File: config.mk
export PLATFORM = sky130hd
export DESIGN_NAME = tcdm_cache_offset_ctrl_flat
export DESIGN_NICKNAME = d
export VERILOG_FILES = /design/src/rtl/tcdm_cache_offset_ctrl_if.sv /design/src/rtl/tcdm_cache_offset_ctrl.sv /design/src/flat_wrapper.sv
export SDC_FILE = /design/constraint.sdc
export NUM_CORES = 1
export LEC_CHECK = 0
export ABC_AREA = 1
export BUFFER_PORTS_ARGS = -buffer_cell sky130_fd_sc_hd__buf_2
export CAP_MARGIN = 40
export CORE_ASPECT_RATIO = 0.9
export CORE_UTILIZATION = 25
export CTS_CLUSTER_SIZE = 8
export DETAILED_ROUTE_END_ITERATION = 10
export HOLD_SLACK_MARGIN = 0.08
export MAX_ROUTING_LAYER = met4
export PLACE_DENSITY_LB_ADDON = 0.15
export REMOVE_ABC_BUFFERS = 1
export SLEW_MARGIN = 20
export SYNTH_ARGS = -nofsm -noshare
export SYNTH_HDL_FRONTEND = slang
export SYNTH_SLANG_ARGS = --single-unit
File: constraint.sdc
create_clock -name clk_i -period 1.9 [get_ports clk_i]
set_clock_uncertainty 0.1 [all_clocks]
set_input_delay 0.38 -clock clk_i [delete_from_list [all_inputs] [get_ports clk_i]]
set_output_delay 0.38 -clock clk_i [all_outputs]
set_load 0.05 [all_outputs]
File: src/rtl/tcdm_cache_offset_ctrl_if.sv
// Bundle of the configuration handshake, the observed core request/response
// handshakes, the gated request valids, the crossbar offset and the flush
// handshake of tcdm_cache_offset_ctrl.
// slave  : the controller side.
// master : the environment side (config registers, cores, crossbar, caches).
interface tcdm_cache_offset_ctrl_if #(
    parameter int unsigned NumCore   = 4,
    parameter int unsigned AddrWidth = 32
);
    localparam int unsigned OffW = $clog2(AddrWidth);

    logic [OffW-1:0]    cfg_offset_i;
    logic               cfg_valid_i;
    logic               cfg_ready_o;
    logic               cfg_err_o;
    logic [NumCore-1:0] core_req_valid_i;
    logic [NumCore-1:0] core_req_ready_i;
    logic [NumCore-1:0] core_req_valid_o;
    logic [NumCore-1:0] core_rsp_valid_i;
    logic [NumCore-1:0] core_rsp_ready_i;
    logic [OffW-1:0]    dynamic_offset_o;
    logic               flush_req_o;
    logic               flush_done_i;
    logic               busy_o;

    modport slave (
        input  cfg_offset_i, cfg_valid_i,
        input  core_req_valid_i, core_req_ready_i,
        input  core_rsp_valid_i, core_rsp_ready_i,
        input  flush_done_i,
        output cfg_ready_o, cfg_err_o, core_req_valid_o,
        output dynamic_offset_o, flush_req_o, busy_o
    );

    modport master (
        output cfg_offset_i, cfg_valid_i,
        output core_req_valid_i, core_req_ready_i,
        output core_rsp_valid_i, core_rsp_ready_i,
        output flush_done_i,
        input  cfg_ready_o, cfg_err_o, core_req_valid_o,
        input  dynamic_offset_o, flush_req_o, busy_o
    );
endinterface

File: src/rtl/tcdm_cache_offset_ctrl.sv
// Runtime sequencer for the crossbar bank-select offset.
// Tracks in-flight requests per core, gates new requests while a
// reconfiguration is pending, waits for all outstanding responses,
// optionally has the cache banks flush, then switches the offset.
// Optional feature macro: TCDM_CACHE_OFFSET_FLUSH_EN (adds the FLUSH state
// and the flush_req_o / flush_done_i handshake; otherwise flush_req_o is 0).
module tcdm_cache_offset_ctrl #(
    parameter int unsigned NumCore        = 4,
    parameter int unsigned NumCache       = 4,
    parameter int unsigned AddrWidth      = 32,
    parameter int unsigned MaxOutstanding = 8,
    parameter int unsigned DefaultOffset  = 6
) (
    input logic                     clk_i,
    input logic                     rst_ni,
    tcdm_cache_offset_ctrl_if.slave bus
);
    localparam int unsigned NumMemSelBits = $clog2(NumCache);
    localparam int unsigned OffW          = $clog2(AddrWidth);
    localparam int unsigned CntW          = $clog2(MaxOutstanding + 1);
    localparam logic [CntW-1:0] MaxCnt    = CntW'(MaxOutstanding);
    localparam logic [OffW-1:0] DefOff    = OffW'(DefaultOffset);

`ifdef TCDM_CACHE_OFFSET_FLUSH_EN
    typedef enum logic [1:0] {
        IDLE   = 2'd0,
        DRAIN  = 2'd1,
        FLUSH  = 2'd2,
        SWITCH = 2'd3
    } state_e;
`else
    typedef enum logic [1:0] {
        IDLE   = 2'd0,
        DRAIN  = 2'd1,
        SWITCH = 2'd3
    } state_e;
`endif

    state_e                        r_state;
    state_e                        w_state_next;
    logic [OffW-1:0]               r_target;
    logic [OffW-1:0]               w_target_next;
    logic [OffW-1:0]               r_offset;
    logic                          r_err;
    logic [NumCore-1:0][CntW-1:0]  r_cnt;
    logic [NumCore-1:0][CntW-1:0]  w_cnt_next;
    logic [NumCore-1:0]            w_gate;
    logic [NumCore-1:0]            w_req_valid;
    logic [NumCore-1:0]            w_req_hs;
    logic [NumCore-1:0]            w_rsp_hs;
    logic [NumCore-1:0]            w_cnt_zero;
    logic                          w_busy;
    logic                          w_cfg_hs;
    logic                          w_illegal;
    logic                          w_all_zero;
    logic [31:0]                   w_off_sum;

    assign w_busy   = (r_state != IDLE);
    assign w_cfg_hs = bus.cfg_valid_i && (r_state == IDLE);

    // An offset is illegal when the bank-select field would run past the top
    // of the address.
    assign w_off_sum = 32'(bus.cfg_offset_i) + NumMemSelBits;
    assign w_illegal = (w_off_sum > AddrWidth);

    assign w_req_hs   = w_req_valid & bus.core_req_ready_i;
    assign w_rsp_hs   = bus.core_rsp_valid_i & bus.core_rsp_ready_i;
    assign w_all_zero = &w_cnt_zero;

    // Per-core gating and drain-completion flags.
    for (genvar gi = 0; gi < NumCore; gi++) begin : g_core
        // A full counter blocks further requests so it can never overflow.
        assign w_gate[gi]      = w_busy || (r_cnt[gi] == MaxCnt);
        assign w_req_valid[gi] = bus.core_req_valid_i[gi] & ~w_gate[gi];
        // The drain test looks at the post-update count so that the last
        // response and the exit from DRAIN happen in the same cycle.
        assign w_cnt_zero[gi]  = (w_cnt_next[gi] == '0);

        // A response with nothing outstanding is an interconnect bug.
        a_no_rsp_underflow: assert property (
            @(posedge clk_i) disable iff (!rst_ni)
            !(w_rsp_hs[gi] && !w_req_hs[gi] && (r_cnt[gi] == '0))
        );
    end

    assign bus.core_req_valid_o = w_req_valid;

    // Outstanding-request counters: +1 per request, -1 per response, floor 0.
    always_comb begin
        w_cnt_next = r_cnt;
        for (int i = 0; i < NumCore; i++) begin
            if (w_req_hs[i] && !w_rsp_hs[i]) begin
                w_cnt_next[i] = r_cnt[i] + CntW'(1);
            end else if (!w_req_hs[i] && w_rsp_hs[i] && (r_cnt[i] != '0)) begin
                w_cnt_next[i] = r_cnt[i] - CntW'(1);
            end
        end
    end

    // Counter registers.
    always_ff @(posedge clk_i or negedge rst_ni) begin
        if (!rst_ni) begin
            r_cnt <= '0;
        end else begin
            r_cnt <= w_cnt_next;
        end
    end

    // Reconfiguration sequencer: next state and target offset.
    always_comb begin
        w_state_next  = r_state;
        w_target_next = r_target;
        case (r_state)
            IDLE: begin
                if (w_cfg_hs && !w_illegal && (bus.cfg_offset_i != r_offset)) begin
                    w_state_next  = DRAIN;
                    w_target_next = bus.cfg_offset_i;
                end
            end
            DRAIN: begin
                if (w_all_zero) begin
`ifdef TCDM_CACHE_OFFSET_FLUSH_EN
                    w_state_next = FLUSH;
`else
                    w_state_next = SWITCH;
`endif
                end
            end
`ifdef TCDM_CACHE_OFFSET_FLUSH_EN
            FLUSH: begin
                if (bus.flush_done_i) begin
                    w_state_next = SWITCH;
                end
            end
`endif
            SWITCH: begin
                w_state_next = IDLE;
            end
            default: begin
                w_state_next = IDLE;
            end
        endcase
    end

    // State, target, live offset and error pulse registers.
    always_ff @(posedge clk_i or negedge rst_ni) begin
        if (!rst_ni) begin
            r_state  <= IDLE;
            r_target <= DefOff;
            r_offset <= DefOff;
            r_err    <= 1'b0;
        end else begin
            r_state  <= w_state_next;
            r_target <= w_target_next;
            r_err    <= w_cfg_hs && w_illegal;
            if (r_state == SWITCH) begin
                r_offset <= r_target;
            end
        end
    end

    assign bus.cfg_ready_o      = (r_state == IDLE);
    assign bus.cfg_err_o        = r_err;
    assign bus.busy_o           = w_busy;
    assign bus.dynamic_offset_o = r_offset;

`ifdef TCDM_CACHE_OFFSET_FLUSH_EN
    assign bus.flush_req_o = (r_state == FLUSH);
`else
    // No flush handshake in this build; the input is deliberately ignored.
    logic w_unused_flush_done;
    assign w_unused_flush_done = bus.flush_done_i;
    assign bus.flush_req_o     = 1'b0;
`endif
endmodule

File: src/flat_wrapper.sv
// flat-port wrapper written by rule: the top's interface ports become plain ports
module tcdm_cache_offset_ctrl_flat 
#(
    parameter int unsigned NumCore        = 4,
    parameter int unsigned NumCache       = 4,
    parameter int unsigned AddrWidth      = 32,
    parameter int unsigned MaxOutstanding = 8,
    parameter int unsigned DefaultOffset  = 6
)
  (clk_i, rst_ni, bus_cfg_offset_i, bus_cfg_valid_i, bus_core_req_valid_i, bus_core_req_ready_i, bus_core_rsp_valid_i, bus_core_rsp_ready_i, bus_flush_done_i, bus_cfg_ready_o, bus_cfg_err_o, bus_core_req_valid_o, bus_dynamic_offset_o, bus_flush_req_o, bus_busy_o);
  tcdm_cache_offset_ctrl_if #(.NumCore(NumCore), .AddrWidth(AddrWidth)) bus_i ();
  input logic clk_i;
  input logic rst_ni;
  input wire logic [$bits(bus_i.cfg_offset_i)-1:0] bus_cfg_offset_i;
  input wire logic [$bits(bus_i.cfg_valid_i)-1:0] bus_cfg_valid_i;
  input wire logic [$bits(bus_i.core_req_valid_i)-1:0] bus_core_req_valid_i;
  input wire logic [$bits(bus_i.core_req_ready_i)-1:0] bus_core_req_ready_i;
  input wire logic [$bits(bus_i.core_rsp_valid_i)-1:0] bus_core_rsp_valid_i;
  input wire logic [$bits(bus_i.core_rsp_ready_i)-1:0] bus_core_rsp_ready_i;
  input wire logic [$bits(bus_i.flush_done_i)-1:0] bus_flush_done_i;
  output wire logic [$bits(bus_i.cfg_ready_o)-1:0] bus_cfg_ready_o;
  output wire logic [$bits(bus_i.cfg_err_o)-1:0] bus_cfg_err_o;
  output wire logic [$bits(bus_i.core_req_valid_o)-1:0] bus_core_req_valid_o;
  output wire logic [$bits(bus_i.dynamic_offset_o)-1:0] bus_dynamic_offset_o;
  output wire logic [$bits(bus_i.flush_req_o)-1:0] bus_flush_req_o;
  output wire logic [$bits(bus_i.busy_o)-1:0] bus_busy_o;
  assign bus_i.cfg_offset_i = bus_cfg_offset_i;
  assign bus_i.cfg_valid_i = bus_cfg_valid_i;
  assign bus_i.core_req_valid_i = bus_core_req_valid_i;
  assign bus_i.core_req_ready_i = bus_core_req_ready_i;
  assign bus_i.core_rsp_valid_i = bus_core_rsp_valid_i;
  assign bus_i.core_rsp_ready_i = bus_core_rsp_ready_i;
  assign bus_i.flush_done_i = bus_flush_done_i;
  assign bus_cfg_ready_o = bus_i.cfg_ready_o;
  assign bus_cfg_err_o = bus_i.cfg_err_o;
  assign bus_core_req_valid_o = bus_i.core_req_valid_o;
  assign bus_dynamic_offset_o = bus_i.dynamic_offset_o;
  assign bus_flush_req_o = bus_i.flush_req_o;
  assign bus_busy_o = bus_i.busy_o;
  tcdm_cache_offset_ctrl #(.NumCore(NumCore), .NumCache(NumCache), .AddrWidth(AddrWidth), .MaxOutstanding(MaxOutstanding), .DefaultOffset(DefaultOffset)) u_core (.clk_i(clk_i), .rst_ni(rst_ni), .bus(bus_i));
endmodule
**Yosys cells after proc, flatten, opt, wreduce, memory -nomap -nowiden**

Index checks and enable logic that the tools add are counted.

- Logic and storage cells: 90
- Register bits: 29
- Input bits: 25

- $add $sub $neg: 9
- Equality and inequality tests: 9
- Order comparisons: 1
- Multiplexer cells: 11
- Reductions and logical operators: 42
- Bitwise logic cells: 10

Operators with widths:

| kind | count |
|---|---|
| $gt A32 B6 Y1 const B | 1 |
| $mux W4 | 8 |
| $add A4 B1 Y4 const B | 4 |
| $eq A4 B4 Y1 const B | 4 |
| $logic_and A1 B1 Y1 | 16 |
| $logic_not A4 Y1 | 4 |
| $reduce_bool A4 Y1 | 4 |
| $sub A4 B1 Y4 const B | 4 |
| $logic_not A1 Y1 | 9 |
| $and A4 B4 Y4 | 2 |
| $add A5 B2 Y6 const B | 1 |
| $ne A5 B5 Y1 | 1 |
| $and A1 B1 Y1 | 4 |
| $logic_or A1 B1 Y1 | 4 |
| $mux W2 | 2 |
| $ne A2 B1 Y1 const B | 2 |
| $not A1 Y1 | 4 |
| $pmux W2 S2 | 1 |
| $reduce_and A2 Y1 | 2 |
| $reduce_and A4 Y1 | 1 |
| $eq A2 B1 Y1 const B | 1 |
| $eq A2 B2 Y1 const B | 1 |
| $logic_not A2 Y1 | 1 |
| $reduce_bool A2 Y1 | 1 |

**Longest topological paths before layout**

- Depth in word-level cells: 14
- Mapped depth: 14
- Depth with buffers taken out: 14

**Least setup slack after synthesis**

Ideal clock, no wire load.

- Path kind: register to register
- Start point: register u_core.r_cnt[4] (netlist name)
- End point: register u_core.r_state[1]
- Slack: -0.398 ns
- Required time: 1.685 ns
- Data arrival time: 2.084 ns
- Cell stages (with the launch flop): 13
- Setup time: 0.115 ns
- Clock period less this slack: 2.298 ns
- Cell sequence: dfrtp_1 -> inv_1 -> ha_1 -> nand3_1 -> nand2_1 -> nor2_1 -> nand4_1 -> nand2_2 -> inv_1 -> nand2_1 -> nor2_1 -> nand3_1 -> nor2_1

RTL lines:

| what | RTL line | text |
|---|---|---|
| start: declaration | tcdm_cache_offset_ctrl.sv:45 | `logic [NumCore-1:0][CntW-1:0] r_cnt;` |
| start signal: assignment | tcdm_cache_offset_ctrl.sv:105 | `r_cnt <= w_cnt_next;` |
| end signal: assignment | tcdm_cache_offset_ctrl.sv:153 | `r_state <= w_state_next;` |
| end: declaration | tcdm_cache_offset_ctrl.sv:39 | `state_e r_state;` |

**Worst setup path in the final report**

- Start point: register u_core.r_state[1]
- End point: output bus_core_req_valid_o[1]

- Cells in the longest elaborated chain, start to end: 4

Ends and longest elaborated chain:

| what | RTL line | text |
|---|---|---|
| $reduce_bool A2 Y1 | tcdm_cache_offset_ctrl.sv:58 | `assign w_busy = (r_state != IDLE);` |
| $logic_or A1 B1 Y1 | tcdm_cache_offset_ctrl.sv:73 | `assign w_gate[gi] = w_busy \|\| (r_cnt[gi] == MaxCnt);` |
| $not A1 Y1 | tcdm_cache_offset_ctrl.sv:74 | `assign w_req_valid[gi] = bus.core_req_valid_i[gi] & ~w_gate[gi];` |
| $and A1 B1 Y1 | tcdm_cache_offset_ctrl.sv:74 |  |
| end: declaration | flat_wrapper.sv:23 | `output wire logic [$bits(bus_i.core_req_valid_o)-1:0] bus_core_req_valid_o;` |

No other way between the ends.

==> metrics.txt <==
largest net degree at the start of global routing 30; row cnt 31; final WL roughly 4900 um; CTS Buf Count 5; Leak around 1.4 nW; CP max FO 3; commonest non-fill, non-tap cell in the layout nand2_1; CTS sink count 29; layout cells sized above 1 between 40% and 50%; DRT iter0 DRCs 50; WHS 0.274 ns; Yosys reg bits 29; Main synth FF type dfrtp_1; routability cong. 0.789; Hold WC Path Type input pin to flop; Final Max Tran Viols 0; Hold Vio Cnt, Final 0; IO buf count 35; Finished Layout Cells around 430; Starting Density approximately a quarter; fmax ~540 MHz; post-DP HPWL around 3600 um; CTS tree built; critical path type flop to output pin; Root Buffer clkbuf_8; DRC 0; Antenna diodes 0; synth top area cells dfrtp_1 29%, nand2_1 9.7%, inv_1 6.5%, nand3_1 5.9%, ha_1 5.3%; final period utilization between 90% and 100%; status completed; Worst Tran Pin Value between 0.6 and 0.7 ns; Detailed Routing Iterations Pass 1 4; Synth top area share about 29%; # setup viols final 0; total core area 0.00815 sq mm; minimum clock period 1.87 ns; Area Growth Syn to Fin 35.5%; H-Tree Level Count 2; I/O pins 38; gr ovfl total 0; Req. time, crit path 1.42 ns; most frequent cells in the layout 47 x nand2_1, 32 x inv_1, 31 x buf_2, 23 x dfrtp_1, 21 x nand3_1; Die Width between 90 and 100 um; first-pass GRT wire length 8150 um; Vias ~1900; share of the yosys chip area belonging to registers 34.4%; CP Capture Type output pin; Yosys cell types 34; FFs w/ async S/R, synth 100%; vias in the first global route roughly 1800; clock-pin slew on the worst setup and hold paths 0.06 ns; Synthesis Warnings 0; Yosys top cell by area dfrtp_1; initial antenna violation count 0; nets 360; arrival time worst endpoint roughly 1.4 ns; Total Routing Usage GR about an eighth; clock latency on the worst-skew pair 0.27 ns; Cells after Synth 267; Max IR drop VDD approximately 0.4 mV; die area 0.00886 sq mm; Pwr Density slightly above 1000 mW/mm^2; max_cap viols 0; syn avg cell area between 7 and 8 sq um; Die H 89.4 um; RSZ-0062 raised after global routing true; CTS Buffer Depth 2; startpoint class of the critical path flop; Slew HR a little under three fifths; mean routed wirelength per cell between 10 and 15 um; vias per cell between 4 and 5; Netlist Area Pre-Place 0.00212 sq mm; placed cell count 415; number of synthesized flops with an enable pin 0; antenna-violating nets left 0
-- cells in the mapped netlist, drive strengths merged (2+ instances only) --
library cell	n
buf	2
o22ai	3
mux2	4
o21ai	6
inv	43
dfstp	4
a21oi	11
xor2	8
ha	9
nor3	5
dfrtp	25
nand3	36
nand2	64
nand4	6
xnor2	2
nor2	34
-- logic make-up (layout without fill, tap and decap cells) --
| kind of cell | count (synthesis) | count (layout) | share of synthesized area [%] |
|---|---|---|---|
| AO/OA/AOI/OAI | 22 | 22 | 5.78 |
| XOR/XNOR | 10 | 10 | 4.13 |
| adder cells (fa/ha/maj) | 9 | 9 | 5.31 |
| buffers and inverters | 45 | 105 | 8.31 |
| flip-flops | 29 | 29 | 34.4 |
| multiplexers | 4 | 4 | 2.12 |
| other | 1 | 1 | 0.177 |
| AND/OR/NAND/NOR | 147 | 147 | 39.7 |
-- per-stage QoR --
step | setup WS (ns) | total power [mW] | utilization [%] | setup TNS [ns] | area (sq um)
floorplan | -0.398 | 1.74 | - | -0.825 | 2110
global placement | 0.0353 | 2.17 | 31.0 | 0 | 2530
detailed placement | -0.00467 | 2.17 | 31.0 | -0.00467 | 2530
CTS | 0.00687 | 2.80 | 33.1 | 0 | 2700
global route | -0.0996 | 3.27 | 35.3 | -0.167 | 2880
finish | 0.0345 | 2.96 | 35.3 | 0 | 2880
-- sequential cells by signal, summed over array words and instances, names as in the netlist --
signal                       count
u_core.r_state                   2
u_core.r_cnt                    16
u_core.r_target                  5
u_core.bus.cfg_err_o             1
u_core.bus.dynamic_offset_o      5
-- worst paths after layout --
check                                               start                             end  slack (ns)  cells past startpoint
setup / recovery            u_core.r_state[1]$_DFFE_PN0P_         bus_core_req_valid_o[1]        0.03                      5
hold / removal                            bus_cfg_valid_i  u_core.bus.cfg_err_o$_DFF_PN0_        0.27                      3
setup reg to reg            u_core.r_state[1]$_DFFE_PN0P_   u_core.r_state[1]$_DFFE_PN0P_        0.07                     11
hold reg to reg            u_core.r_target[1]$_DFFE_PN1P_  u_core.r_target[1]$_DFFE_PN1P_        0.38                      2
max in group asynchronous                          rst_ni   u_core.r_state[1]$_DFFE_PN0P_        0.64                      2
min in group asynchronous                          rst_ni       u_core.r_cnt[2]$_DFF_PN0_        0.58                      2
-- where the power goes --
part | internal (mW) | leakage (nW) | switching [mW]
clock network | 0.327 | 0.0542 | 0.237
registers | 0.775 | 0.343 | 0.154
logic | 0.663 | 1.01 | 0.808
-- metal layers --
metal,part of all wire [%],GRT usage [%]
met5,0,-
met4,0.29,3.34
met3,2.8,2.11
met2,48,19.7
met1,49,15.1
-- final cells by class --
| class | count | area (sq um) |
|---|---|---|
| fill | 879 | 5270 |
| multi-input combinational | 193 | 1390 |
| sequential | 29 | 733 |
| timing repair buffer | 54 | 357 |
| inverter | 43 | 166 |
| tap | 99 | 124 |
| clock buffer | 7 | 96.3 |
| clock inverter | 1 | 5.00 |
-- critical path, cell delays in order, from the launching register on --
cell,delay (ns)
dfrtp_2,0.45
nor2_4,0.19
buf_6,0.16
nand2_4,0.05
nor2_4,0.12
buf_8,0.15
-- what timing repair did --
item,4_1_cts,5_1_grt
endpoints found under the setup margin,5,5
hold endpoints to repair,25,0
setup buffers,1,2
hold buffers,1,0
gates resized for setup,13,47
pin swaps,2,17
Note: power is estimated with default switching activity, not from simulation.
